[src/rtl/load_store_unit.sv]
// Load/store unit: issues one RV32I load or store at a time to a word-wide data
// memory, with byte-lane extraction for loads and read-modify-write for sub-word stores.
module load_store_unit #(
    parameter int unsigned MEM_WORDS = 64
) (
    input  logic        clk,
    input  logic        rst,
    input  logic        req_valid,
    output logic        req_ready,
    input  logic        req_we,
    input  logic [2:0]  req_funct3,
    input  logic [31:0] req_addr,
    input  logic [31:0] req_wdata,
    output logic        resp_valid,
    output logic [31:0] resp_rdata,
    output logic        resp_err,
    output logic [31:0] mem_addr,
    output logic [31:0] mem_wdata,
    output logic        mem_wr_en,
    output logic        mem_rd_en,
    input  logic [31:0] mem_rdata
);

    localparam logic [29:0] MAX_IDX = 30'(MEM_WORDS);

    typedef enum logic [2:0] {
        IDLE, LD_RD, LD_CAP, ST_RD, ST_CAP, ST_WR, RESP
    } state_t;

    state_t      state;
    logic [2:0]  funct3_q;
    logic [1:0]  lane_q;
    logic [15:0] wdata_q;

    logic        req_bad;
    logic        legal;
    logic        misaligned;
    logic [7:0]  ld_byte;
    logic [15:0] ld_half;
    logic [31:0] load_val;
    logic [31:0] merged;

    // Classify the incoming request: illegal funct3, misalignment, or out of range
    always_comb begin
        legal = 1'b0;
        if (req_we) begin
            legal = (req_funct3 == 3'b000) || (req_funct3 == 3'b001) || (req_funct3 == 3'b010);
        end else begin
            legal = (req_funct3 != 3'b011) && (req_funct3 != 3'b110) && (req_funct3 != 3'b111);
        end
        misaligned = ((req_funct3[1:0] == 2'b01) && req_addr[0]) ||
                     ((req_funct3[1:0] == 2'b10) && (req_addr[1:0] != 2'b00));
        req_bad    = !legal || misaligned || (req_addr[31:2] >= MAX_IDX);
    end

    // Lane selection and sign/zero extension of the returned memory word
    always_comb begin
        ld_byte  = mem_rdata[{lane_q, 3'b000} +: 8];
        ld_half  = mem_rdata[{lane_q[1], 4'b0000} +: 16];
        load_val = mem_rdata;
        case (funct3_q)
            3'b000:  load_val = {{24{ld_byte[7]}}, ld_byte};
            3'b001:  load_val = {{16{ld_half[15]}}, ld_half};
            3'b100:  load_val = {24'd0, ld_byte};
            3'b101:  load_val = {16'd0, ld_half};
            default: load_val = mem_rdata;
        endcase
    end

    // Merge sub-word store data into the addressed lane of the read word
    always_comb begin
        merged = mem_rdata;
        if (funct3_q[1:0] == 2'b00) begin
            merged[{lane_q, 3'b000} +: 8] = wdata_q[7:0];
        end else begin
            merged[{lane_q[1], 4'b0000} +: 16] = wdata_q;
        end
    end

    // Control FSM; outputs are registered and set on entry to each state
    always_ff @(posedge clk or negedge rst) begin
        if (!rst) begin
            state      <= IDLE;
            req_ready  <= 1'b1;
            resp_valid <= 1'b0;
            resp_err   <= 1'b0;
            resp_rdata <= 32'd0;
            mem_addr   <= 32'd0;
            mem_wdata  <= 32'd0;
            mem_wr_en  <= 1'b0;
            mem_rd_en  <= 1'b0;
            funct3_q   <= 3'd0;
            lane_q     <= 2'd0;
            wdata_q    <= 16'd0;
        end else begin
            resp_valid <= 1'b0;
            mem_wr_en  <= 1'b0;
            mem_rd_en  <= 1'b0;
            case (state)
                IDLE: begin
                    if (req_valid) begin
                        req_ready <= 1'b0;
                        funct3_q  <= req_funct3;
                        lane_q    <= req_addr[1:0];
                        wdata_q   <= req_wdata[15:0];
                        mem_addr  <= {req_addr[31:2], 2'b00};
                        if (req_bad) begin
                            state      <= RESP;
                            resp_valid <= 1'b1;
                            resp_err   <= 1'b1;
                            resp_rdata <= 32'd0;
                        end else if (!req_we) begin
                            state     <= LD_RD;
                            mem_rd_en <= 1'b1;
                        end else if (req_funct3[1:0] == 2'b10) begin
                            state     <= ST_WR;
                            mem_wr_en <= 1'b1;
                            mem_wdata <= req_wdata;
                        end else begin
                            state     <= ST_RD;
                            mem_rd_en <= 1'b1;
                        end
                    end
                end
                LD_RD: state <= LD_CAP;
                LD_CAP: begin
                    state      <= RESP;
                    resp_valid <= 1'b1;
                    resp_err   <= 1'b0;
                    resp_rdata <= load_val;
                end
                ST_RD: state <= ST_CAP;
                ST_CAP: begin
                    state     <= ST_WR;
                    mem_wr_en <= 1'b1;
                    mem_wdata <= merged;
                end
                ST_WR: begin
                    state      <= RESP;
                    resp_valid <= 1'b1;
                    resp_err   <= 1'b0;
                    resp_rdata <= 32'd0;
                end
                RESP: begin
                    state     <= IDLE;
                    req_ready <= 1'b1;
                    resp_err  <= 1'b0;
                end
                default: begin
                    state     <= IDLE;
                    req_ready <= 1'b1;
                end
            endcase
        end
    end

endmodule

[config.mk]
export PLATFORM = sky130hd
export DESIGN_NAME = load_store_unit
export DESIGN_NICKNAME = d
export VERILOG_FILES = /design/src/rtl/load_store_unit.sv
export SDC_FILE = /design/constraint.sdc
export NUM_CORES = 1
export LEC_CHECK = 0
export ABC_AREA = 1
export ABC_CLOCK_PERIOD_IN_PS = 2300
export BUFFER_PORTS_ARGS = -buffer_cell sky130_fd_sc_hd__buf_4
export CORE_MARGIN = 1.5
export CORE_UTILIZATION = 53
export CTS_CLUSTER_DIAMETER = 80
export DETAILED_ROUTE_END_ITERATION = 12
export GPL_TIMING_DRIVEN = 0
export PLACE_DENSITY = 0.84
export SLEW_MARGIN = 20
export SYNTH_ARGS = -nofsm -noshare
export SYNTH_HDL_FRONTEND = slang
export SYNTH_SLANG_ARGS = --single-unit
[constraint.sdc]
create_clock -name clk -period 2.3 [get_ports clk]
set_clock_uncertainty 0.05 [all_clocks]
set_input_delay 0.115 -clock clk [delete_from_list [all_inputs] [get_ports clk]]
set_output_delay 0.115 -clock clk [all_outputs]
set_load 0.01 [all_outputs]
# Word level (Yosys, flattened, before mapping)
# Index checks and enable logic that the tools add are counted.
[word_totals]
regBits = 123
latchBits = 0
ramBits = 0
mem_bits_ro = 0
inputBits = 103
output_inout_bits = 101
wordCells = 105
mem_count = 0
[op_classes]
n_addsub = 2
n_mul = 0
div_mod_pow = 0
magnitude_cmp = 1
eq_ne = 21
shifts = 6
mux = 36
n_bitwise = 1
n_reduce_logical = 26
[ops]
columns = ["op", "n"]
rows = [
  ["32-bit 2-to-1 mux", 7],
  ["32-bit one-hot mux with 4 select lines", 1],
  ["32-bit one-hot mux with 3 select lines", 1],
  ["32-bit bitwise mux", 2],
  ["32-bit one-hot mux with 2 select lines", 1],
  ["16-bit by 7-bit variable shift with 32-bit output (first input constant)", 1],
  ["8-bit by 7-bit variable shift with 32-bit output (first input constant)", 1],
  ["16-bit by 7-bit variable part select with 32-bit output", 1],
  ["32-bit by 6-bit variable part select with 16-bit output", 1],
  ["32-bit by 6-bit variable part select with 8-bit output", 1],
  ["8-bit by 7-bit variable part select with 32-bit output", 1],
  ["30-bit by 7-bit greater-or-equal comparator with 1-bit output (second input constant)", 1],
  ["3-bit equality test (second input constant)", 5],
  ["1-bit 2-to-1 mux", 15],
  ["3-bit one-hot mux with 5 select lines", 1],
  ["5-bit negation with 7-bit output", 2],
  ["3-bit 2-to-1 mux", 4],
  ["2-bit != test (second input constant)", 5],
  ["3-bit by 1-bit equality test with 1-bit output (second input constant)", 3],
  ["3-bit by 2-bit equality test with 1-bit output (second input constant)", 3],
  ["3-bit zero test", 3],
  ["1-bit one-hot mux with 2 select lines", 4],
  ["3-bit != test (second input constant)", 2],
  ["3-bit AND reduction", 2],
  ["15 further kinds", 25],
]

# Depth between registers and ports, before layout
# Gate-level depths: netlist (run 1).
[logic_depth]
ltp_word = 10
ltp_mapped = 12
depth_no_buf = 10

# Worst setup path before layout (run 1)
# No wires, ideal clock.
[synth_path]
path_type = "reg-to-reg"
start = "reg lane_q[1]"
end = "reg mem_wdata[15]"
setup_ns = 0.116
arrival_time_ns = 1.852
t_required_ns = 2.134
setup_slack_ns = 0.282
path_stages_with_launch = 13
path_buffers = 3
period_less_slack_ns = 2.018
path_cell_list = "dfrtp_1 > buf_2 > inv_1 > clkbuf_1 > ha_1 > buf_2 > inv_1 > nand3_1 > nor2_1 > o211ai_1 > o21ai_0 > nand2_1 > nand2_1"
[synth_between]
elab_chain_cells = 5
word_cells_on_any_way = 10
classes_between = "add/sub: 2; shift: 4; mux: 4"
[synth_lines]
columns = ["element", "line", "text"]
rows = [
  ["from (decl)", "32", "logic [1:0] lane_q;"],
  ["from (signal assigned)", "104", "lane_q <= req_addr[1:0];"],
  ["5-bit negation with 7-bit output, on equally long branches", "76, 74", ""],
  ["16-bit by 7-bit variable part select with 32-bit output, or another cell as far along", "76", "merged[{lane_q[1], 4'b0000} +: 16] = wdata_q;"],
  ["32-bit bitwise mux, on equally long branches", "76, 74", ""],
  ["32-bit 2-to-1 mux *", "73", "if (funct3_q[1:0] == 2'b00) begin"],
  ["32-bit one-hot mux with 2 select lines *", "99", "case (state)"],
  ["to (signal assigned)", "118", "mem_wdata <= req_wdata;"],
  ["to (signal assigned)", "136", "mem_wdata <= merged;"],
  ["to (decl)", "18", "output logic [31:0] mem_wdata,"],
]
# Every way passes the cells marked *; elsewhere a longest branch is shown, timed or not.
# A chain may end at the register's enable or synchronous reset.

# Worst setup path after layout (run 1)
[layout_path]
start = "reg lane_q[1]"
end = "reg mem_wdata[14]"
# Same word-level chain as after synthesis.

==> out/metrics.cfg, run 1 <==
[critical_path]
path_max_fanout = 10
crit_type = flip-flop to flip-flop
r2r_start = lane_q[1]$_DFFE_PN0P_
end_kind = flip-flop
r2r_slack_ns = 0.10
worst_setup_path_start_kind = flip-flop
critPathArrivalTime_ns = 2.47
crit_start = lane_q[1]$_DFFE_PN0P_
crit_required_ns = 2.57

[global_routing]
grt_overflow = 0
grt_max_degree = 68
grt_pass1_wl_um = 43750
grt_use_total_pct = 40.49
grt_pass1_vias = 8271
grt_antenna_before_repair = 0

[outcome]
status = finished clean

[job]
cap_violations = 0

[synth]
synth.avg_cell_area_um2 = 7.208
synth_most_common_cell = nand2_1
synth_cell_types = 35
async_flop_share_pct = 100.0
synth_edf_count = 0
netlist_top_cells_count = 306 x nand2_1, 122 x dfrtp_1, 116 x o21ai_0
synth_seq_area_share_pct = 44.27
ys_warn_count = 0
synthCells = 965
syn_area_um2 = 6955
synth_seq_cells = 123
synth_top_cells_by_area = dfrtp_1 44%, nand2_1 17%, o21ai_0 8.3%
synthFlopType = dfrtp_1
synth_top_area_cell = dfrtp_1
synth_top_area_share_pct = 43.89

[worst_hold_path]
min_from = mem_rdata[21]
hold_class = input pin to flip-flop

[clock_network]
htree_levels = 4
clkTransAtPathRegs_ns = 0.06
cts_buffer_depth = 2
tritoncts = done
clkSinkCount = 123
clk_latency_ns = 0.43
root_buffer = clkbuf_16
numCtsBuffers = 17

[timing]
worst_pin_slew_ns = 0.5224
hold_viol = 0
min_period_ns = 2.198
setup-tns-final_ns = 0
setup_viol = 0
rsz0062_at_grt = no
finalMaxSlewViolations = 0
period_share_pct = 95.59
fmax_ghz = 0.4549
slew_headroom_pct = 65.17

[place]
dp_hpwl_um = 18180
portBuffers = 201
gp_congestion = 0.9809

[final_layout]
diodes = 0
nets = 1368
fillers = 907
layout-drive-gt1-share_pct = 23.57
area_growth_pct = 44.70
utilization_pct = 79.11

[power_and_ir_drop]
power_density_nw_per_um2 = 1387
p_leak_nw = 5.236
peakVddDrop_mv = 0.8912

[route]
via_count = 8280
ant_nets = 0
drtIter0Drc = 945
drt_pass1_iterations = 7
viasPerCell = 5.730
wl_um = 27650
wl_per_cell_um = 19.13
post-route-drc-count = 0

[floorplanning]
pin_count = 204
dieHeight_um = 117.6
dieArea_um2 = 13820
start_util_pct = 54.67
die_w_um = 117.6
std_cell_rows = 41
core_um2 = 12720

[power breakdown]
group	leakage (nW)	internal [W]	switching (W)	total (W)
Combinational	3.39	0.00282	0.00453	0.00734
Clock	0.284	0.00171	0.00106	0.00277
Sequential	1.56	0.00311	0.000735	0.00384
Total	5.24	0.00764	0.00632	0.0140
[logic make-up after synthesis]
group | synth area share (%)
other cells | 0.05391
simple gates | 28.10
buf+inv | 9.012
flops | 44.27
compound gates | 17.67
fa+ha+maj | 0.8994
[timing repair]
action                     4_1_cts  5_1_grt
hold endpoints to repair       125        0
resized for setup                1        7
pin swaps                        0        1
buffers inserted                 3        1
setup endpoints to repair       32       31
hold buffers                    70        0
[flip-flops by register name, indices dropped and copies added, names as in the netlist]
name        cells
mem_wdata      32
resp_rdata     32
mem_addr       30
wdata_q        16
funct3_q        3
state           3
lane_q          2
mem_rd_en       1
mem_wr_en       1
req_ready       1
resp_err        1
resp_valid      1
[final timing paths]
| kind | cells past startpoint | to |
|---|---|---|
| max reg2reg | 10 | mem_wdata[14]$_DFFE_PN0P_ |
| min | 5 | resp_rdata[21]$_DFFE_PN0P_ |
| max in group asynchronous | 3 | mem_addr[26]$_DFFE_PN0P_ |
| max | 10 | mem_wdata[14]$_DFFE_PN0P_ |
| min reg2reg | 2 | mem_addr[31]$_DFFE_PN0P_ |
| min in group asynchronous | 2 | mem_wdata[2]$_DFFE_PN0P_ |
[area by class of cell]
| cell class | instances | area, µm² | area share [%] |
|---|---|---|---|
| Sequential cell | 123 | 3079 | 30.59 |
| Buffer | 62 | 336.6 | 3.344 |
| Timing Repair Buffer | 276 | 2271 | 22.56 |
| Multi-Input combinational cell | 703 | 3271 | 32.50 |
| Tap cell | 172 | 215.2 | 2.138 |
| Clock buffer | 19 | 432.9 | 4.301 |
| Inverter | 77 | 292.8 | 2.909 |
| Clock inverter | 13 | 166.4 | 1.653 |
[cell usage in the layout (no fill, tap or decap), types with 10 or more instances in the layout]
cell type      netlist  layout
nand2_1            306     306
buf_4                8     213
dfrtp_1            122     122
o21ai_0            116     115
nand3_1             98      97
dlygate4sd3_1        0      70
inv_1               72      69
a21oi_1             68      68
nor2_1              52      52
buf_2               26      25
clkbuf_1            19      20
clkbuf_16            0      17
o211ai_1            10      10
[worst max-delay path: stages (launching register included)]
cell        delay (ns)
dfrtp_1           0.41
buf_4             0.19
clkinvlp_4        0.13
buf_4             0.13
buf_4             0.11
clkbuf_1          0.40
o21ai_0           0.18
o211ai_1          0.14
o21ai_0           0.21
nand2_1           0.10
nand2_1           0.05
[layer usage]
metal / part of all wire, % / global-route usage [%] / vias up / wire [µm]
li1: - / - / 3755 / -
met1: 38 / 49.65 / 3833 / 10520
met2: 46 / 64.41 / 585 / 12790
met3: 11 / 11.00 / 107 / 2940
met4: 5.1 / 23.63 / 0 / 1400
met5: 0 / 0 / - / 0
[stage by stage]
stage | power, W | hold slack [ns] | worst slack [ns] | instance area, µm² | instances
after global routing | 0.01484 | 0.05820 | 0.004122 | 10060 | 1445
after global placement | 0.01046 | 0.2592 | -0.4339 | 8683 | 1339
after CTS | 0.01351 | 0.03087 | 0.08455 | 10040 | 1444
final | 0.01396 | 0.05925 | 0.1015 | 10060 | 1445
after detailed placement | 0.01060 | 0.04733 | -0.4528 | 8715 | 1340
after floorplan | 0.007915 | -0.2306 | 0.2817 | 6959 | 966
No activity file was read; power rests on OpenSTA's default activity.
==> run 2: changes to the inputs <==
--- a/config.mk
+++ b/config.mk
@@ -7,7 +7,8 @@
 export LEC_CHECK = 0
 export ABC_AREA = 1
 export ABC_CLOCK_PERIOD_IN_PS = 2300
-export BUFFER_PORTS_ARGS = -buffer_cell sky130_fd_sc_hd__buf_4
+export BUFFER_PORTS_ARGS = -buffer_cell sky130_fd_sc_hd__buf_2
+export CAP_MARGIN = 15
 export CORE_MARGIN = 1.5
 export CORE_UTILIZATION = 53
 export CTS_CLUSTER_DIAMETER = 80
==> constraint.sdc (replaced) <==
create_clock -name clk -period 2.3 [get_ports clk]
set_clock_uncertainty 0.05 [all_clocks]
set_input_delay 0.115 -clock clk [delete_from_list [all_inputs] [get_ports clk]]
set_output_delay 0.115 -clock clk [all_outputs]
set_load 0.02 [all_outputs]
==> run 2 against run 1 <==
Compared with the run above:
- global-route usage down 1.4 points
- highest routed layer unchanged
- largest power group unchanged
- routed wire length down 3.6%
- critical path depth up 1
- die area unchanged
- via count down 0.11%
==> out/metrics.cfg, run 2 (synthesized netlist as in run 1, its figures left out) <==
[final_layout]
top_regs = mem_wdata: 32 flops, resp_rdata: 32 flops, mem_addr: 30 flops
layout-drive-gt1-share_pct = 23.49  ; -0.079 points
final_cell_mix = 305 x nand2_1, 225 x buf_2, 122 x dfrtp_1
fin_cells = 1447  ; +0.14%
multi_input_area_um2 = 3266  ; -0.15%
fillers = 970  ; +6.9%
regArea_um2 = 3079  ; unchanged
final_common_cell = nand2_1
area_growth_pct = 36.95
nets = 1368  ; unchanged

[global_routing]
grt_overflow = 0  ; unchanged
grt_max_degree = 74  ; +8.8%
grt_pass1_vias = 7995  ; -3.3%
grt_antenna_before_repair = 1  ; +1
grt_use_total_pct = 39.04  ; -1.4 points
grt_pass1_wl_um = 42260  ; -3.4%

[route]
ant_nets = 0  ; unchanged
via_count = 8271  ; -0.11%
wl_per_cell_um = 18.42  ; -3.7%
viasPerCell = 5.716  ; -0.25%
wl_um = 26660  ; -3.6%
drt_pass1_iterations = 7  ; unchanged
drtIter0Drc = 1025  ; +8.5%
post-route-drc-count = 0  ; unchanged

[clock_network]
clkSinkCount = 123  ; unchanged
cts_buffer_depth = 2  ; unchanged
clk_latency_ns = 0.44  ; about the same
root_buffer = clkbuf_16
numCtsBuffers = 17  ; unchanged
htree_levels = 4  ; unchanged
tritoncts = done
clkTransAtPathRegs_ns = 0.06  ; about the same

[floorplanning]
pin_count = 204  ; unchanged
dieHeight_um = 117.6  ; unchanged
start_util_pct = 54.67  ; unchanged
core_um2 = 12720  ; unchanged
die_w_um = 117.6  ; unchanged
std_cell_rows = 41  ; unchanged
dieArea_um2 = 13820  ; unchanged

[timing]
period_share_pct = 95.52  ; about the same
rsz0062_at_grt = no
setup_viol = 0  ; unchanged
fmax_ghz = 0.4552  ; about the same
finalMaxSlewViolations = 0  ; unchanged
hold_viol = 0  ; unchanged
slew_headroom_pct = 62.95  ; -2.2 points
min_period_ns = 2.197  ; -0.001464 ns
setup-tns-final_ns = 0  ; unchanged
worst_pin_slew_ns = 0.5558  ; +0.03334 ns

[power_and_ir_drop]
p_leak_nw = 5.091  ; -2.8%
peakVddDrop_mv = 0.8632  ; -3.1%
power_density_nw_per_um2 = 1439  ; +3.8%

[critical_path]
crit_required_ns = 2.61  ; +0.04 ns
critical-path-slowest-cell = dfrtp_1
crit_chain = buf_4, clkinvlp_4, ha_1, inv_1, nand4_1, buf_4, o21ai_0, nand3_1, o21ai_0, nand2_1, nand2_1
worst_setup_path_start_kind = flip-flop
max_stage_delay_ns = 0.38  ; -0.03 ns
critPathArrivalTime_ns = 2.51  ; +0.04 ns
path_max_fanout = 10  ; unchanged
crit_type = flip-flop to flip-flop
end_kind = flip-flop

[place]
dp.cells = 1340  ; unchanged
gp_congestion = 1.020  ; +4.0%
portBuffers = 201  ; unchanged
dp_hpwl_um = 17500  ; -3.8%

[worst_hold_path]
hold_class = input pin to flip-flop

[job]
cap_violations = 0  ; unchanged

[outcome]
status = finished clean

==> run 2: what timing repair did <==
item	in CTS	in global routing
hold buffers	70	0
endpoints found under the setup margin	32	23
hold endpoints to repair	119	0
resized for setup	1	8
buffers inserted	3	1
==> run 2: worst paths after layout <==
| check | from | to | slack (ns) | cells after the start |
|---|---|---|---|---|
| worst min-delay path | mem_rdata[30] | resp_rdata[30]$_DFFE_PN0P_ | 0.08 | 5 |
| worst max-delay path | lane_q[1]$_DFFE_PN0P_ | mem_wdata[1]$_DFFE_PN0P_ | 0.10 | 11 |
| worst max register to register | lane_q[1]$_DFFE_PN0P_ | mem_wdata[1]$_DFFE_PN0P_ | 0.10 | 11 |
| min in group asynchronous | rst | mem_wdata[19]$_DFFE_PN0P_ | 0.15 | 2 |
| max in group asynchronous | rst | req_ready$_DFFE_PN1P_ | 1.31 | 3 |
| worst min register to register | mem_addr[29]$_DFFE_PN0P_ | mem_addr[29]$_DFFE_PN0P_ | 0.44 | 2 |
==> run 2: final cells by class <==
| type | count | area share (%) |
|---|---|---|
| diodes | 2 | 0.05254 |
| plain buffers | 62 | 3.547 |
| clock buffers | 22 | 4.873 |
| clock inverters | 10 | 0.9983 |
| inverters | 77 | 3.074 |
| multi-input cells | 703 | 34.28 |
| flip-flops and latches | 123 | 32.33 |
| well taps | 172 | 2.259 |
| repair buffers | 276 | 18.59 |
==> run 2: power by group <==
part | switching, W | internal, W
sequential | 0.000677 | 0.00311
clock | 0.000992 | 0.00154
combinational | 0.00499 | 0.00240
total | 0.00666 | 0.00705
==> run 2: through the flow <==
step | hold WS [ns] | setup WS [ns] | utilization [%] | instance area (µm²) | total power, W
2_1_floorplan | -0.2306 | 0.2815 | - | 6959 | 0.008449
3_3_place_gp | 0.2592 | -0.4715 | 64.30 | 8180 | 0.01051
3_5_place_dp | 0.03058 | -0.4783 | 64.57 | 8214 | 0.01064
4_1_cts | 0.04750 | 0.001990 | 74.65 | 9497 | 0.01334
5_1_grt | 0.08052 | 0.008066 | 74.83 | 9520 | 0.01457
6_report | 0.07581 | 0.1030 | 74.87 | 9525 | 0.01371
==> run 2: layer usage <==
metal	part of all wire [%]	up-vias	track usage (%)
li1	-	3751	-
met3	10	114	9.060
met5	0	-	0
met4	4.9	0	19.36
met1	39	3844	50.52
met2	46	562	61.91
==> run 2: critical path: cells and delay by family, from the launching register on <==
kind	cells	cell delay, ns
AND/OR/NAND/NOR	4	0.40
adder cells (fa/ha/maj)	1	0.36
flip-flops	1	0.38
buffers and inverters	4	0.61
AO/OA/AOI/OAI	2	0.34
==> run 3: changes to the inputs <==
--- a/config.mk
+++ b/config.mk
@@ -10,11 +10,12 @@
 export BUFFER_PORTS_ARGS = -buffer_cell sky130_fd_sc_hd__buf_2
 export CAP_MARGIN = 15
 export CORE_MARGIN = 1.5
-export CORE_UTILIZATION = 53
+export CORE_UTILIZATION = 40
+export CTS_BUF_LIST = sky130_fd_sc_hd__clkbuf_8
 export CTS_CLUSTER_DIAMETER = 80
 export DETAILED_ROUTE_END_ITERATION = 12
 export GPL_TIMING_DRIVEN = 0
-export PLACE_DENSITY = 0.84
+export PLACE_DENSITY = 0.66
 export SLEW_MARGIN = 20
 export SYNTH_ARGS = -nofsm -noshare
 export SYNTH_HDL_FRONTEND = slang
==> run 3 against run 2 <==
Compared with the run above:
- non-clock buffer count increased by 1
- die area increased by 32%
- global-route usage decreased by 11 points
- sequential share of layout area increased by 0.45 points
==> out/metrics.cfg, run 3 (synthesized netlist as in run 1, its figures left out) <==
[outcome]
status = finished clean

[floorplanning]
dieArea_um2 = 18190  ; +32%
die_w_um = 134.9  ; +15%
std_cell_rows = 48  ; +17%
pin_count = 204  ; unchanged
core_um2 = 17120  ; +35%
start_util_pct = 40.64  ; -14 points
dieHeight_um = 134.9  ; +15%

[route]
post-route-drc-count = 0  ; unchanged
wl_um = 24990  ; -6.2%
dr_wl_met2_um = 11280  ; -8.0%
wl_per_cell_um = 16.68  ; -9.4%
via_count = 7858  ; -5.0%
wl_met1_um = 11070  ; +6.7%
dr_wl_met3_um = 1961  ; -28%
drtIter0Drc = 609  ; -41%
ant_nets = 0  ; unchanged
viasPerCell = 5.246  ; -8.2%
drt_pass1_iterations = 5  ; -2
routed.top_layer = met4

[power_and_ir_drop]
fin_total_pwr_w = 0.01276  ; -6.9%
peakVddDrop_mv = 0.5876  ; -32%
power_density_nw_per_um2 = 1359  ; -5.6%
p_leak_nw = 5.013  ; -1.5%

[final_layout]
fin_cells = 1498  ; +3.5%
diodes = 0  ; -2
fillers = 1689  ; +74%
top_regs = mem_wdata: 32 flops, resp_rdata: 32 flops, mem_addr: 30 flops
nets = 1369  ; +0.073%
layout-drive-gt1-share_pct = 23.41  ; -0.079 points
final_cell_mix = 305 x nand2_1, 225 x buf_2, 122 x dfrtp_1
final_common_cell = nand2_1
area_growth_pct = 35.06

[clock_network]
clk_latency_ns = 0.46  ; +0.02 ns
root_buffer = clkbuf_8
htree_levels = 4  ; unchanged
cts_buffer_depth = 2  ; unchanged
tritoncts = done
clkSinkCount = 123  ; unchanged
clkTransAtPathRegs_ns = 0.08  ; +0.02 ns
numCtsBuffers = 17  ; unchanged

[critical_path]
critPathArrivalTime_ns = 2.49  ; -0.02 ns
r2r_start = lane_q[1]$_DFFE_PN0P_
worst_setup_path_start_kind = flip-flop
end_kind = flip-flop
crit_required_ns = 2.64  ; +0.03 ns
crit_type = flip-flop to flip-flop
path_max_fanout = 10  ; unchanged
crit_start = lane_q[1]$_DFFE_PN0P_

[timing]
hold_viol = 0  ; unchanged
slew_headroom_pct = 62.82  ; -0.13 points
setup_viol = 0  ; unchanged
setup_ws_ns = 0.1493  ; +0.04634 ns
fmax_ghz = 0.4650  ; +2.2%
period_share_pct = 93.51  ; -2.0 points
setup-tns-final_ns = 0  ; unchanged
finalMaxSlewViolations = 0  ; unchanged
worst_pin_slew_ns = 0.5577  ; +0.001945 ns
rsz0062_at_grt = no
min_period_ns = 2.151  ; -0.04634 ns

[place]
gp_congestion = 0.9720  ; -4.7%
dp_hpwl_um = 18480  ; +5.6%
dp_slack_ns = -0.4738  ; +0.004550 ns
dp.cells = 1393  ; +4.0%
portBuffers = 201  ; unchanged

[global_routing]
grt_pass1_vias = 7406  ; -7.4%
grt_use_total_pct = 28.03  ; -11 points
grt_max_degree = 75  ; +1.4%
grt_pass1_wl_um = 39370  ; -6.8%
grt_antenna_before_repair = 0  ; -1
grt_overflow = 0  ; unchanged

[worst_hold_path]
min_from = mem_rdata[21]
hold_class = input pin to flip-flop

[job]
cap_violations = 0  ; unchanged

-- run 3: cell types whose count changed in the layout (fill, tap and decap cells not counted), moves of 2 or more --
cell,delta
inv_6,+3
clkbuf_1,-2
clkbuf_8,+16
clkinvlp_4,-3
clkbuf_16,-17
diode_2,-2
clkinv_4,+2
-- run 3: timing repair --
item                                    4_1_cts  5_1_grt
gates resized for setup                       1        4
endpoints found under the setup margin       32       22
setup buffers                                 3        1
endpoints found under the hold margin       163        0
hold buffers                                 71        0
-- run 3: final timing paths --
check / slack (ns) / depth (start not counted) / to
worst max register to register: 0.15 / 9 / mem_wdata[21]$_DFFE_PN0P_
worst min register to register: 0.43 / 2 / mem_addr[27]$_DFFE_PN0P_
worst max-delay path: 0.15 / 9 / mem_wdata[21]$_DFFE_PN0P_
max in group asynchronous: 1.32 / 3 / req_ready$_DFFE_PN1P_
min in group asynchronous: 0.11 / 2 / mem_wdata[3]$_DFFE_PN0P_
worst min-delay path: 0.03 / 5 / resp_rdata[21]$_DFFE_PN0P_
-- run 3: per-layer routing --
metal  vias to the layer above  track usage, %
li1                       3763               -
met1                      3696           38.01
met2                       354           44.59
met3                        45           5.593
met4                         0           10.22
met5                         -               0
-- run 3: cell type report --
cell class / count / area (µm²) / area share, %
well taps: 225 / 281.5 / 2.997
clock buffers: 18 / 247.7 / 2.637
multi-input cells: 703 / 3256 / 34.66
plain buffers: 62 / 336.6 / 3.583
flip-flops and latches: 123 / 3079 / 32.78
inverters: 77 / 292.8 / 3.117
clock inverters: 13 / 120.1 / 1.279
repair buffers: 277 / 1780 / 18.95
-- run 3: per-stage QoR --
step                      util [%]  cell area [µm²]  hold WS [ns]
after global placement       48.18             8247        0.2571
final                        54.88             9394       0.03114
after global routing         54.88             9394       0.04837
after floorplan                  -             6959       -0.2306
after CTS                    54.81             9382      0.001745
after detailed placement     48.38             8280       0.03592
-- run 3: critical path, stage by stage (launching register included) --
cell        delay (ns)
dfrtp_1           0.38
clkbuf_4          0.22
clkinvlp_4        0.14
ha_1              0.35
nand3_1           0.29
o31ai_1           0.29
nand3_1           0.15
nand2_1           0.09
nand2_1           0.05
nand2_1           0.06
-- run 3: power by group --
| part | internal (W) | total (W) | switching, W |
|---|---|---|---|
| clock | 0.000882 | 0.00183 | 0.000949 |
| combinational | 0.00239 | 0.00721 | 0.00482 |
| sequential | 0.00310 | 0.00373 | 0.000625 |
